[src/rtl/countdown_6_pkg.sv]
// Shared constants for the countdown_6 iteration sequencer: state encoding,
// default width and the multdiv iteration count it is normally loaded with.
package countdown_6_pkg;

    localparam int CD_WIDTH = 6;

    // Number of iterations the multdiv control loads for a 32-bit multiply/divide.
    localparam int MULTDIV_ITERS = 32;

    localparam logic [1:0] IDLE = 2'b00;
    localparam logic [1:0] RUN  = 2'b01;
    localparam logic [1:0] DONE = 2'b10;

endpackage

[src/rtl/countdown_6_dec.sv]
// dec_6: combinational count-1 with a flag for the final iteration (value==1).
module dec_6 #(
    parameter int WIDTH = 6
) (
    input  logic [WIDTH-1:0] val_i,
    output logic [WIDTH-1:0] dec_o,
    output logic             is_one_o
);

    assign dec_o    = val_i - WIDTH'(1);
    assign is_one_o = (val_i == WIDTH'(1));

endmodule

[src/rtl/countdown_6.sv]
// Loadable down-counter sequencer with start/busy/done handshake; emits one
// step strobe per consumed iteration and a one-cycle done when the run ends.
module countdown_6
    import countdown_6_pkg::*;
#(
    parameter int WIDTH = CD_WIDTH
) (
    input  logic             clk,
    input  logic             clr,
    input  logic             en,
    input  logic             start,
    input  logic [WIDTH-1:0] load_val,
    input  logic             abort,
    output logic [WIDTH-1:0] count,
    output logic             busy,
    output logic             step,
    output logic             last,
    output logic             done
);

    logic [1:0]       state_q, state_d;
    logic [WIDTH-1:0] count_q, count_d;
    logic             busy_q, busy_d;
    logic             done_q, done_d;

    logic [WIDTH-1:0] cnt_dec;
    logic             cnt_is_one;
    logic             load_is_zero;

    dec_6 #(.WIDTH(WIDTH)) u_dec (
        .val_i   (count_q),
        .dec_o   (cnt_dec),
        .is_one_o(cnt_is_one)
    );

    assign load_is_zero = (load_val == '0);

    always_comb begin
        state_d = state_q;
        count_d = count_q;

        unique case (state_q)
            IDLE: begin
                if (start && en) begin
                    if (load_is_zero) begin
                        count_d = '0;
                        state_d = DONE;
                    end else begin
                        count_d = load_val;
                        state_d = RUN;
                    end
                end
            end
            RUN: begin
                // abort is the only RUN exit that ignores en
                if (abort) begin
                    count_d = '0;
                    state_d = IDLE;
                end else if (en) begin
                    if (cnt_is_one) begin
                        count_d = '0;
                        state_d = DONE;
                    end else begin
                        count_d = cnt_dec;
                    end
                end
            end
            DONE: begin
                if (abort || en) begin
                    state_d = IDLE;
                end
            end
            default: begin
                count_d = '0;
                state_d = IDLE;
            end
        endcase

        // Synchronous active-low clear folded into the d-input mux
        if (!clr) begin
            state_d = IDLE;
            count_d = '0;
        end
    end

    assign busy_d = (state_d == RUN);
    assign done_d = (state_d == DONE);

    always_ff @(posedge clk) begin
        state_q <= state_d;
        count_q <= count_d;
        busy_q  <= busy_d;
        done_q  <= done_d;
    end

    assign count = count_q;
    assign busy  = busy_q;
    assign done  = done_q;
    assign step  = busy_q & en & ~abort;
    assign last  = busy_q & cnt_is_one;

endmodule

[config.mk]
export PLATFORM = sky130hd
export DESIGN_NAME = countdown_6
export DESIGN_NICKNAME = d
export VERILOG_FILES = /design/src/rtl/countdown_6_pkg.sv /design/src/rtl/countdown_6_dec.sv /design/src/rtl/countdown_6.sv
export SDC_FILE = /design/constraint.sdc
export NUM_CORES = 1
export LEC_CHECK = 0
export CAP_MARGIN = 25
export CELL_PAD_IN_SITES_DETAIL_PLACEMENT = 0
export CELL_PAD_IN_SITES_GLOBAL_PLACEMENT = 1
export CORE_ASPECT_RATIO = 0.9
export CORE_UTILIZATION = 31
export DETAILED_ROUTE_END_ITERATION = 10
export PLACE_DENSITY_LB_ADDON = 0.1
export SYNTH_ARGS = -nofsm -noshare
export SYNTH_HDL_FRONTEND = slang
export SYNTH_SLANG_ARGS = --single-unit
[constraint.sdc]
create_clock -name clk -period 2 [get_ports clk]
set_input_delay 0.4 -clock clk [delete_from_list [all_inputs] [get_ports clk]]
set_output_delay 0.4 -clock clk [all_outputs]
set_load 0.005 [all_outputs]
==> impl_metrics.env <==
export IMPL_synth_edf_count=0
export IMPL_synth_nets=93
export IMPL_seq_area_sq_um=200
export IMPL_critPathMaxFanout=2
export IMPL_max_cap_violations=0
export IMPL_p_comb_share_pct=30.1
export IMPL_worstMarginPinSlew_ns=0.730
export IMPL_crit_required_ns=1.60
export IMPL_crit_chain="or3_4 -> nor3b_2 -> and2_1 -> dlygate4sd2_1"
export IMPL_outcome="finished, final reports clean"
export IMPL_track_usage_pct=18.1
export IMPL_yosys_area_top_type="dfxtp_1"
export IMPL_placed_area_sq_um=968
export IMPL_portBuffers=20
export IMPL_grt_pass1_vias=628
export IMPL_worst_path_max_delay_cell="or3_4"
export IMPL_hpwl_um=1460
export IMPL_routed_wl_um=1820
export IMPL_grt_overflow_total=0
export IMPL_grt_pass1_wl_um=2890
export IMPL_crit_path_start="count[2]"
export IMPL_crit_type="reg2out"
export IMPL_yosysSeqAreaShare_pct=31.3
export IMPL_synth_distinct_cells=37
export IMPL_synth_xor_area_share_pct=2.73
export IMPL_cts_sinks=10
export IMPL_r2r_slack_ns=0.19
export IMPL_synthFlopType="dfxtp_1"
export IMPL_root_buffer="clkbuf_4"
export IMPL_syn_inst=80
export IMPL_layout_nets=130
export IMPL_clock_tree_buffer_depth=2
export IMPL_hold_path_class="reg2reg"
export IMPL_hold_viol_final=0
export IMPL_synth_warnings=0
export IMPL_arrival_ns=1.55
export IMPL_swShare_pct=26.9
export IMPL_drv_slew=0
export IMPL_yosys_area_share_simple_pct=29.9
export IMPL_multiInputGateArea_sq_um=410
export IMPL_post_cts_resized=2
export IMPL_slew_headroom_pct=51.2
export IMPL_skew_ns=0.00215
export IMPL_crit_end="last"
export IMPL_r2r_end="count[0]"
export IMPL_rsz0062_at_grt="false"
export IMPL_power_per_cell_area_nw_per_um2=573
export IMPL_synthToLayoutAreaGrowth_pct=57.4
export IMPL_ys_top_cells_by_count="10 x dfxtp_1, 7 x inv_1, 7 x nand2_1"
export IMPL_start_kind="flop"
export IMPL_synth_fa_ha_area_share_pct=3.91
export IMPL_layout_drive_gt1_share_pct=19.8
export IMPL_io_pins=21
export IMPL_netlist_area_sq_um=641
export IMPL_ctsHoldBuffers=0
export IMPL_dieWidth_um=49.9
export IMPL_initialDrtViolationCount=11
export IMPL_min_period_over_period_pct=97.4
export IMPL_drc_errors=0
export IMPL_synth_top_family_by_area="simple AND/OR/NAND/NOR gates"
export IMPL_syn_avg_cell_area_sq_um=8.01
export IMPL_irDropWorstVdd_mv=0.312
export IMPL_synth_most_common_cell="dfxtp_1"
export IMPL_whs_ns=0.574
export IMPL_drtPass1Iterations=4
export IMPL_switchingPower_uw=155
export IMPL_rows=15
export IMPL_async_reset_ff_share_pct=0
export IMPL_place_gp_congestion=0.776
export IMPL_routed_via_density=5.20
export IMPL_clk_pin_slew_ns=0.07
export IMPL_die_y_um=45.1
export IMPL_fp_dieArea_sq_um=2250
export IMPL_clk_latency_ns=0.26
export IMPL_core_sq_um=1930
export IMPL_grt_max_degree=11
export IMPL_start_util_pct=33.1
export IMPL_synth_compound_area_share_pct=26.8
export IMPL_period_minus_slack_ns=1.95
export IMPL_p_seq_share_pct=38.2
export IMPL_timing_rr_start="count[2]"
export IMPL_ys_ff_latch=10
export IMPL_cts_tree="yes"
export IMPL_n_antenna_cell=0
export IMPL_cts_setup_buffers=0
export IMPL_cts_made_buffers=3
export IMPL_detail_route_antenna_nets=0
export IMPL_antenna_found_initial=0
export IMPL_setup_viol_count_final=0
export IMPL_synth_area_leaders="dfxtp_1 31%, a32o_1 4.7%, o21ai_0 4.7%"
export IMPL_cpPeakStageDelay_ns=0.39
export IMPL_htreeDepth=1
export IMPL_max_freq_mhz=513
export IMPL_tns_ns=0
export IMPL_yosysTopAreaCellShare_pct=31.3
export IMPL_nFillCells=187
export IMPL_wl_per_cell_um=12.9
export IMPL_cpLargestDelayFamily="simple AND/OR/NAND/NOR gates"
export IMPL_path_buf_inv=1
export IMPL_internal_power_uw=423
export IMPL_p_clk_share_pct=31.7
export IMPL_vias=733
export IMPL_cellLeakagePower_nw=0.396
export IMPL_end_kind="output port"
export IMPL_synthMuxAreaShare_pct=0
export IMPL_rr_worst_depth=5
export IMPL_path_depth=4
export IMPL_postLayoutCellArea_sq_um=1010
power groups by stage:
stage               sequential, mW  combinational, mW  clock (mW)
finish                       0.221              0.174       0.183
global route                 0.223              0.189       0.203
CTS                          0.221              0.174       0.188
detailed placement           0.225              0.172           0
global placement             0.224              0.172           0
floorplan                    0.227             0.0775           0
state kept, by name (all words and copies together) (netlist names):
name	flops
state_q	2
count	6
busy	1
done	1
worst min-delay path by stage:
stage | cells after the start | slack (ns) | from | to
final | 2 | 0.57 | count[5] | count[5]
after global routing | 2 | 0.63 | count[5] | count[5]
after CTS | 2 | 0.57 | count[5] | count[5]
after detailed placement | 2 | 0.55 | count[5] | count[5]
after global placement | 2 | 0.55 | count[5] | count[5]
after floorplan | 2 | 0.50 | count[1] | count[1]
cells by family (layout without fill, tap and decap cells):
kind of cell               Yosys count  after routing
xor gates and xnor gates             2              2
and+or+nand+nor                     33             33
DFF                                 10             10
AOI/OAI and AO/OA                   24             24
adders and majority gates            2              2
buffers and inverters                9             45
per-stage QoR:
stage	power [mW]	cells	worst slack, ns	utilization [%]
4_1_cts	0.583	141	0.0278	52.2
6_report	0.578	141	0.0511	52.2
3_5_place_dp	0.397	137	0.00596	50.1
5_1_grt	0.615	141	0.00448	52.2
2_1_floorplan	0.305	80	0.323	-
3_3_place_gp	0.397	137	0.00763	50.1
area by class of cell:
class | count | area share (%)
Clock buffer | 4 | 3.60
Sequential cell | 10 | 19.9
Inverter | 7 | 2.61
Tap cell | 25 | 3.10
Multi-Input combinational cell | 61 | 40.7
Timing Repair Buffer | 34 | 30.1
tightest hold or removal path, cell delays in order (launching register included):
cell and delay (ns):
dfxtp_1 0.37, nand3_1 0.09, a31oi_1 0.07
layer usage:
layer,part of all wire (%),track usage [%],vias up
li1,-,-,369
met1,51,24.7,340
met2,43,27.0,22
met3,4.7,4.04,2
met4,0.66,8.57,0
met5,0,0,-
cells in the final DEF, fill, tap and decap left out, types with 3 or more instances in the layout:
cell type	synthesis	routed
buf_4	0	14
o21ai_0	6	6
nor2_1	5	5
nand2_1	7	7
clkdlybuf4s50_1	0	19
clkbuf_4	0	3
a32o_1	3	3
nor3_1	3	3
dfxtp_1	10	10
nand3_1	4	4
inv_1	7	7
No activity file was read; power rests on OpenSTA's default activity.
